### src/rtl/bridge_pkg.sv
`default_nettype none
// ============================================================================
// bridge_pkg: shared types and constants for the dev_bridge peripheral-bus initiator. Rev 1.0
// ============================================================================
package bridge_pkg;

  typedef enum logic [1:0] {
    IDLE   = 2'd0,
    ACCESS = 2'd1,
    RESP   = 2'd2
  } state_e;

  localparam int SLOT_BYTES  = 16;
  localparam int HWINT_W     = 6;
  localparam int WORD_SEL_HI = 3;
  localparam int WORD_SEL_LO = 2;
  // Wide enough for slots 0..5 plus the extra control slot index.
  localparam int SEL_W       = 3;

endpackage
`default_nettype wire

### src/rtl/bridge_decode.sv
`default_nettype none
// ============================================================================
// bridge_decode: combinational address decode into device slot, control slot and alignment flags. Rev 1.0
// ============================================================================
module bridge_decode
  import bridge_pkg::*;
#(
  parameter int          NDEV = 2,
  parameter logic [31:0] BASE = 32'h0000_7F00
) (
  input  logic [31:0]      addr_i,
  output logic             hit_o,
  output logic [SEL_W-1:0] sel_o,
  output logic             misaligned_o,
  output logic             ctrl_slot_o
);

  localparam logic [31:0] DEV_SPAN = 32'(SLOT_BYTES * NDEV);
  localparam logic [31:0] CTRL_END = 32'(SLOT_BYTES * (NDEV + 1));

  logic [31:0] w_off;
  logic        w_above;

  // Comparing the offset rather than absolute bounds avoids overflow near the top of memory.
  assign w_off        = addr_i - BASE;
  assign w_above      = (addr_i >= BASE);
  assign hit_o        = w_above && (w_off < DEV_SPAN);
  assign ctrl_slot_o  = w_above && (w_off >= DEV_SPAN) && (w_off < CTRL_END);
  assign misaligned_o = |addr_i[1:0];
  assign sel_o        = w_off[6:4];

endmodule
`default_nettype wire

### src/rtl/dev_bridge.sv
`default_nettype none
// ============================================================================
// dev_bridge: CPU load/store initiator for timer-class peripherals with IRQ collection.
// IRQ_STICKY_EN adds sticky pending bits and a W1C control slot after the last device. Rev 1.0
// ============================================================================
module dev_bridge
  import bridge_pkg::*;
#(
  parameter int          NDEV = 2,
  parameter logic [31:0] BASE = 32'h0000_7F00
) (
  input  logic                 clk,
  input  logic                 reset,
  input  logic                 cpu_req,
  input  logic                 cpu_we,
  input  logic [31:0]          cpu_addr,
  input  logic [31:0]          cpu_wdata,
  output logic [31:0]          cpu_rdata,
  output logic                 cpu_ready,
  output logic                 cpu_err,
  output logic [1:0]           pr_addr,
  output logic [31:0]          pr_wdata,
  output logic [NDEV-1:0]      pr_we,
  input  logic [32*NDEV-1:0]   pr_rdata,
  input  logic [NDEV-1:0]      dev_irq,
  output logic [HWINT_W-1:0]   hw_int
);

  state_e           state_q;
  logic             we_q;
  logic             ctrl_q;
  logic [SEL_W-1:0] sel_q;
  logic [31:0]      rdata_q;
  logic             ready_q;
  logic             err_q;
  logic [1:0]       pr_addr_q;
  logic [31:0]      pr_wdata_q;
  logic [NDEV-1:0]  pr_we_q;

  logic             w_hit;
  logic             w_ctrl_slot;
  logic             w_misaligned;
  logic [SEL_W-1:0] w_sel;
  logic             w_ctrl_ok;
  logic             w_accept;
  logic [NDEV-1:0]  w_sel_onehot;
  logic [31:0]      w_dev_rdata;
  logic [31:0]      w_ctrl_rdata;

  bridge_decode #(
    .NDEV (NDEV),
    .BASE (BASE)
  ) u_decode (
    .addr_i       (cpu_addr),
    .hit_o        (w_hit),
    .sel_o        (w_sel),
    .misaligned_o (w_misaligned),
    .ctrl_slot_o  (w_ctrl_slot)
  );

`ifdef IRQ_STICKY_EN
  assign w_ctrl_ok = w_ctrl_slot && (cpu_addr[WORD_SEL_HI:WORD_SEL_LO] == 2'd0);
`else
  logic w_unused_ctrl;
  assign w_ctrl_ok     = 1'b0;
  assign w_unused_ctrl = w_ctrl_slot;
`endif

  assign w_accept = (w_hit || w_ctrl_ok) && !w_misaligned;

  always_comb begin
    w_sel_onehot = '0;
    w_dev_rdata  = '0;
    for (int i = 0; i < NDEV; i++) begin
      if (w_sel == SEL_W'(i)) w_sel_onehot[i] = 1'b1;
      if (sel_q == SEL_W'(i)) w_dev_rdata = pr_rdata[32*i +: 32];
    end
  end

  always_ff @(posedge clk) begin
    if (reset) begin
      state_q    <= IDLE;
      we_q       <= 1'b0;
      ctrl_q     <= 1'b0;
      sel_q      <= '0;
      rdata_q    <= '0;
      ready_q    <= 1'b0;
      err_q      <= 1'b0;
      pr_addr_q  <= '0;
      pr_wdata_q <= '0;
      pr_we_q    <= '0;
    end else begin
      case (state_q)
        IDLE: begin
          ready_q <= 1'b0;
          err_q   <= 1'b0;
          rdata_q <= '0;
          pr_we_q <= '0;
          if (cpu_req) begin
            if (w_accept) begin
              state_q    <= ACCESS;
              we_q       <= cpu_we;
              ctrl_q     <= w_ctrl_ok;
              sel_q      <= w_sel;
              pr_addr_q  <= cpu_addr[WORD_SEL_HI:WORD_SEL_LO];
              pr_wdata_q <= cpu_wdata;
              pr_we_q    <= (cpu_we && !w_ctrl_ok) ? w_sel_onehot : '0;
            end else begin
              // Decode errors skip the bus cycle entirely so no strobe can fire.
              state_q <= RESP;
              ready_q <= 1'b1;
              err_q   <= 1'b1;
            end
          end
        end
        ACCESS: begin
          state_q <= RESP;
          pr_we_q <= '0;
          ready_q <= 1'b1;
          err_q   <= 1'b0;
          rdata_q <= we_q ? 32'd0 : (ctrl_q ? w_ctrl_rdata : w_dev_rdata);
        end
        RESP: begin
          state_q <= IDLE;
          ready_q <= 1'b0;
          err_q   <= 1'b0;
          rdata_q <= '0;
        end
        default: state_q <= IDLE;
      endcase
    end
  end

`ifdef IRQ_STICKY_EN
  logic [NDEV-1:0]    pending_q;
  logic [NDEV-1:0]    pending_d;
  logic [NDEV-1:0]    w_clr;
  logic [HWINT_W-1:0] w_irq_vec;

  // A new IRQ level in the same cycle as the W1C write keeps its bit set.
  assign w_clr     = (state_q == ACCESS && ctrl_q && we_q) ? pr_wdata_q[NDEV-1:0] : '0;
  assign pending_d = (pending_q & ~w_clr) | dev_irq;

  always_ff @(posedge clk) begin
    if (reset) pending_q <= '0;
    else       pending_q <= pending_d;
  end

  always_comb begin
    w_irq_vec    = '0;
    w_ctrl_rdata = '0;
    for (int i = 0; i < NDEV; i++) begin
      w_irq_vec[i]    = pending_q[i];
      w_ctrl_rdata[i] = pending_q[i];
    end
  end

  assign hw_int = w_irq_vec;
`else
  logic [HWINT_W-1:0] hw_int_q;
  logic [HWINT_W-1:0] w_irq_vec;

  always_comb begin
    w_irq_vec = '0;
    for (int i = 0; i < NDEV; i++) w_irq_vec[i] = dev_irq[i];
  end

  always_ff @(posedge clk) begin
    if (reset) hw_int_q <= '0;
    else       hw_int_q <= w_irq_vec;
  end

  assign w_ctrl_rdata = '0;
  assign hw_int       = hw_int_q;
`endif

  assign cpu_rdata = rdata_q;
  assign cpu_ready = ready_q;
  assign cpu_err   = err_q;
  assign pr_addr   = pr_addr_q;
  assign pr_wdata  = pr_wdata_q;
  assign pr_we     = pr_we_q;

endmodule
`default_nettype wire

### config.mk
export PLATFORM = sky130hd
export DESIGN_NAME = dev_bridge
export DESIGN_NICKNAME = d
export VERILOG_FILES = /design/src/rtl/bridge_pkg.sv /design/src/rtl/bridge_decode.sv /design/src/rtl/dev_bridge.sv
export SDC_FILE = /design/constraint.sdc
export NUM_CORES = 1
export LEC_CHECK = 0
export ABC_AREA = 1
export CAP_MARGIN = 0
export CORE_AREA = 2 2 104 106
export CTS_BUF_LIST = sky130_fd_sc_hd__clkbuf_2
export CTS_CLUSTER_DIAMETER = 50
export DETAILED_ROUTE_END_ITERATION = 10
export DIE_AREA = 0 0 106 108
export PLACE_DENSITY = 0.82
export SETUP_SLACK_MARGIN = 0.05
export SYNTH_ARGS = -nofsm -noshare
export SYNTH_HDL_FRONTEND = slang
export SYNTH_SLANG_ARGS = --single-unit
export TNS_END_PERCENT = 50
### constraint.sdc
create_clock -name clk -period 3 [get_ports clk]
set_clock_uncertainty 0.15 [all_clocks]
set_input_delay 0.6 -clock clk [delete_from_list [all_inputs] [get_ports clk]]
set_output_delay 0.6 -clock clk [all_outputs]
set_load 0.005 [all_outputs]
# ---- Yosys cells after proc, flatten, opt, wreduce, memory -nomap -nowiden
# Index checks and enable logic that the tools add are counted.
dict set report word_totals {
  out_inout_bits 76
  inputBits 134
  regBits 82
}
dict set report classes {
  add_sub_neg 1
  eq_ne 5
  n_reduce_logical 14
  order_cmp 2
  mux 17
}
# op n
set op_table {}
lappend op_table {{2-to-1 mux 32 bit} 3}
lappend op_table {{case mux 32 bit (2 select lines)} 1}
lappend op_table {{>= comparator 32 x 15 -> 1 bit (second input constant)} 1}
lappend op_table {{< comparator 32 x 6 -> 1 bit (second input constant)} 1}
lappend op_table {{subtractor 32 x 15 -> 32 bit (second input constant)} 1}
lappend op_table {{2-to-1 mux 2 bit} 5}
lappend op_table {{case mux 2 bit (2 select lines)} 2}
lappend op_table {{equality test 3 x 1 -> 1 bit (second input constant)} 2}
lappend op_table {{logical NOT 3 bit} 2}
lappend op_table {{nonzero test 2 bit} 3}
lappend op_table {{OR reduction 2 bit} 3}
lappend op_table {{2-to-1 mux 1 bit} 4}
lappend op_table {{case mux 1 bit (3 select lines)} 1}
lappend op_table {{AND reduction 3 bit} 1}
lappend op_table {{nonzero test 3 bit} 1}
lappend op_table {{equality test 2 x 1 -> 1 bit (second input constant)} 1}
lappend op_table {{equality test 2 bit (second input constant)} 1}
lappend op_table {{logical AND 1 bit} 2}
lappend op_table {{logical NOT 2 bit} 1}
lappend op_table {{!= test 2 bit (second input constant)} 1}
lappend op_table {{case mux 1 bit (2 select lines)} 1}
lappend op_table {{logical NOT 1 bit} 1}

# ---- Depth between registers and ports, before layout
dict set report logic_depth {
  depth_word 7
  ltp_mapped 17
  depth_no_buf 14
}

# ---- Hierarchy
# From an unflattened synthesis, not the netlist that was laid out.
dict set report hier_totals {
  hier_cells 598
  area_unflattened_um2 4008.8
}
# mod cells_each n_inst seq_area_each_um2 area_per_inst_um2
set modules_own_cells {}
lappend modules_own_cells {dev_bridge 478 1 1561.5 3388.2}
lappend modules_own_cells {bridge_decode 120 1 0.0 620.6}

# ---- Worst setup path after synthesis
# No wires, ideal clock.
dict set report synth_timing {
  path_kind {in2reg}
  start {input cpu_addr[9]}
  end {register pr_addr_q[0] (netlist: pr_addr[0])}
  setup_slack_ns 0.658
  n_path_buf 3
  required_ns 2.737
  arrival_ns 2.079
  path_stages 16
  setup_time_ns 0.113
  cell_sequence {nand2_1 -> nor2_1 -> nand2_1 -> buf_6 -> nand2_2 -> nand2_1 -> nor2_1 -> nand2_1 -> nor2_1 -> nand2_1 -> nor2_1 -> nand4_1 -> buf_2 -> buf_2 -> nor2_1 -> nor2_1}
}
dict set report synth_between {
  elab_chain_cells 5
  elab_cells_between_ends 6
  classes_between {1 x add/sub; 2 x order compare; 3 x reduce/logical}
}
# element line
set synth_rtl {}
lappend synth_rtl {{start, declared} dev_bridge.sv:16} ;# input logic [31:0] cpu_addr,
lappend synth_rtl {{subtractor 32 x 15 -> 32 bit} bridge_decode.sv:25} ;# assign w_off = addr_i - BASE;
lappend synth_rtl {{< comparator 32 x 6 -> 1 bit} bridge_decode.sv:27} ;# assign hit_o = w_above && (w_off < DEV_SPAN);
lappend synth_rtl {{logical AND 1 bit *} bridge_decode.sv:27}
lappend synth_rtl {{logical AND 1 bit *} dev_bridge.sv:69} ;# assign w_accept = (w_hit || w_ctrl_ok) && !w_misaligned;
lappend synth_rtl {{AND reduction 3 bit (no source line) *} n/a}
lappend synth_rtl {{end signal, assigned} dev_bridge.sv:105} ;# pr_addr_q <= cpu_addr[WORD_SEL_HI:WORD_SEL_LO];
lappend synth_rtl {{end, declared} dev_bridge.sv:36} ;# logic [1:0] pr_addr_q;
# Every way passes the cells marked *; elsewhere a longest branch is shown, timed or not.
# A chain may end at the register's enable or synchronous reset.

# ---- Worst setup path after layout
dict set report layout_timing {
  start {input cpu_addr[11]}
  end {register pr_wdata_q[7] (netlist: pr_wdata[7])}
}
dict set report layout_between {
  elab_chain_cells 5
  elab_cells_between_ends 6
  classes_between {1 x add/sub; 2 x order compare; 3 x reduce/logical}
}
# element line
set layout_rtl {}
lappend layout_rtl {{subtractor 32 x 15 -> 32 bit} bridge_decode.sv:25}
lappend layout_rtl {{< comparator 32 x 6 -> 1 bit} bridge_decode.sv:27}
lappend layout_rtl {{logical AND 1 bit *} bridge_decode.sv:27}
lappend layout_rtl {{logical AND 1 bit *} dev_bridge.sv:69}
lappend layout_rtl {{AND reduction 3 bit (no source line) *} n/a}
lappend layout_rtl {{end signal, assigned} dev_bridge.sv:106} ;# pr_wdata_q <= cpu_wdata;
lappend layout_rtl {{end, declared} dev_bridge.sv:37} ;# logic [31:0] pr_wdata_q;
# Marked as above.

==> metrics <==
Remaining DRCs=0; Syn. warnings=0; Synth Register Bits=78; largest net degree at the start of global routing=69; Clock Latency Late Sink=500 ps; vias in the first global route=4409; Layout Cells excl Fill=1057; Hold WS=327.2 ps; Post-CTS Resized=0; cell repeated most along the worst path=nand2_1; grt ovf=0; DRT Pass-1 Iters=4; placed insts=1041; WHS Path Cells=2; Setup WS post-layout=509.9 ps; clock root buffer=clkbuf_2; Leak=3.120 nW; crit-path cells=clkdlybuf4s50_1 -> nand2_1 -> nor2_1 -> nand2_1 -> buf_12 -> nand2_2 -> nand2_1 -> nor2_1 -> nand2_1 -> nor2_1 -> nand2_1 -> nor2_1 -> nand4_1 -> buf_12 -> nand2_1 -> nand2_1 -> nor2_1; Setup-failing EPs final=0; worst path bufs/invs=3; Setup crit start kind=input port; post-synthesis sequential area ratio=0.3660; max incr delay on CP=490 ps; Routability Congestion=0.8921; Netlist cell types=27; DIE WIDTH=106 µm; layout cell share with drive strength beyond 1=0.04560; MaxCap Viol Count=0; via/cell ratio=4.497; Initial Util=0.4170; Final nets=1054; number of synthesized flops with an enable pin=0; worst hold start=sel_q[1]$_SDFFE_PP0P_; Num CTS Buffers=9; commonest non-fill, non-tap cell in the layout=clkdlybuf4s50_1; CTS tree=yes; GRT Total Usage=0.2095; time the worst path needs with I/O delays and setup=2490 ps; Max Slew Vio Count=0; final wirelength=11800 µm; CP Data Required Time=3290 ps; worst-margin pin slew=861.3 ps; Async SR Flop Fraction=0; core area=10230 µm²; Post-Place Setup Slack=-14.13 ps; Die Y=108 µm; hold endpoint=sel_q[1]$_SDFFE_PP0P_; Rel. slew slack=0.4242; outcome=finished, final reports clean; placed cell areas=6494 µm²; crit path DAT=2780 ps; critical path's slowest cell=clkdlybuf4s50_1; placed wire-length estimate=9124 µm; Filler cells=921; type of the most critical hold path=flip-flop to flip-flop; dominant synthesized flop cell=dfxtp_1; Cells after Synth=713; synthesized area=4267 µm²; worst r2r src=sel_q[1]$_SDFFE_PP0P_; drt wl/cell=11.17 µm; Clock Pin Slew Worst Setup and Hold Paths=220 ps; final instance area=6614 µm²; fmax=0.4016 GHz; Setup crit end kind=flip-flop; Rows=37; Setup Total Neg Slack=0 ps; antenna viol nets, final=0; Crit Reg-Reg Endpoint=cpu_rdata[29]$_SDFFE_PP0P_; critical path type=input port to flip-flop; Worst VDD drop=0.1885 mV; first-pass GRT wire length=19460 µm; H-tree depth=3; hold buffers post-CTS=0; Tcrit/Tclk final=0.8300; final hold vios=0; power per cell area=310.3 nW/µm²; initial antenna violation count=0; largest delay contributor family on the critical path=simple AND/OR/NAND/NOR gates; FF-to-FF path depth=6; # IOs=210; Die Area=11450 µm²; RSZ-0062 raised after global routing=no; CP Max Fanout=68; DR iter-0 viols=192; CTS Sinks=78; # port buffers=205; buffer depth of the longest clock path=2; DR vias=4753; Diodes inserted=0; Design Power=2.052 mW; mean instance size in the synthesized netlist=5.984 µm²; area grow syn2layout=55.01%; most frequent cells in the layout=clkdlybuf4s50_1, nand2_1, inv_1, nor2_1, dfxtp_1; reg2reg setup slack=970 ps; final core occ=0.6464; post-CTS setup buffers=0
[worst max-delay path by stage]
stage                 start                        end  slack (ps)  depth (start not counted)
2_1_floorplan   cpu_addr[9]    pr_addr[0]$_SDFFE_PP0P_         660                         16
5_1_grt        cpu_addr[11]  pr_wdata[13]$_SDFFE_PP0P_         300                         17
3_3_place_gp   cpu_addr[11]  pr_wdata[25]$_SDFFE_PP0P_          50                         17
6_report       cpu_addr[11]   pr_wdata[7]$_SDFFE_PP0P_         510                         17
3_5_place_dp   cpu_addr[11]  pr_wdata[16]$_SDFFE_PP0P_         -10                         17
4_1_cts        cpu_addr[11]   pr_wdata[7]$_SDFFE_PP0P_         560                         17
[worst register-to-register path, delay by kind of cell, from the launching register on]
| kind | cells | cell delay [ps] |
|---|---|---|
| AO/OA/AOI/OAI | 2 | 300 |
| AND/OR/NAND/NOR | 2 | 660 |
| buffers and inverters | 2 | 500 |
| flip-flops | 1 | 370 |
[area by class of cell]
type | count | area (µm²) | area share
repair buffers | 224 | 2220 | 0.3356
well taps | 136 | 170.2 | 0.02573
inverters | 136 | 510.5 | 0.07719
flip-flops and latches | 78 | 1562 | 0.2361
multi-input cells | 467 | 2032 | 0.3072
clock inverters | 6 | 70.07 | 0.01059
clock buffers | 10 | 50.05 | 0.007567
[power by group]
part	internal, mW	switching [mW]	total, mW
registers	1.06	0.0101	1.07
logic	0.242	0.155	0.397
clock network	0.199	0.387	0.586
[kinds of logic (layout without fill, tap and decap cells)]
family | after synthesis | in the layout | synth area share
simple gates | 378 | 378 | 0.3522
buf+inv | 171 | 376 | 0.1619
compound gates | 79 | 79 | 0.1032
flops | 78 | 78 | 0.3660
fa+ha+maj | 4 | 4 | 0.01173
xor+xnor | 2 | 2 | 0.004106
other cells | 1 | 4 | 0.0008789
[routing by layer]
metal / up-vias / GRT usage / part of all wire
li1: 2548 / - / -
met1: 2018 / 0.2422 / 0.43
met2: 168 / 0.3548 / 0.46
met3: 19 / 0.08077 / 0.092
met4: 0 / 0.07519 / 0.018
met5: - / 0 / 0
[sequential cells by signal, summed over array words and instances, names as in the netlist]
signal / flops
cpu_ready: 1
we_q: 1
cpu_err: 1
pr_addr: 2
sel_q: 3
pr_we: 2
hw_int: 2
cpu_rdata: 32
state_q: 2
pr_wdata: 32
[cells in the mapped netlist, drive strengths merged, types with 2 or more instances]
| master | instances | share of area |
|---|---|---|
| a21oi | 41 | 0.048 |
| nand4 | 6 | 0.0088 |
| nand3 | 31 | 0.038 |
| o22ai | 32 | 0.047 |
| inv | 136 | 0.12 |
| ha | 4 | 0.012 |
| nor2 | 130 | 0.12 |
| buf | 16 | 0.026 |
| o21ai | 4 | 0.0047 |
| nor3 | 2 | 0.0023 |
| dfxtp | 78 | 0.37 |
| nand2 | 206 | 0.18 |
| clkbuf | 19 | 0.017 |
Power figures use the tool's default switching activity.
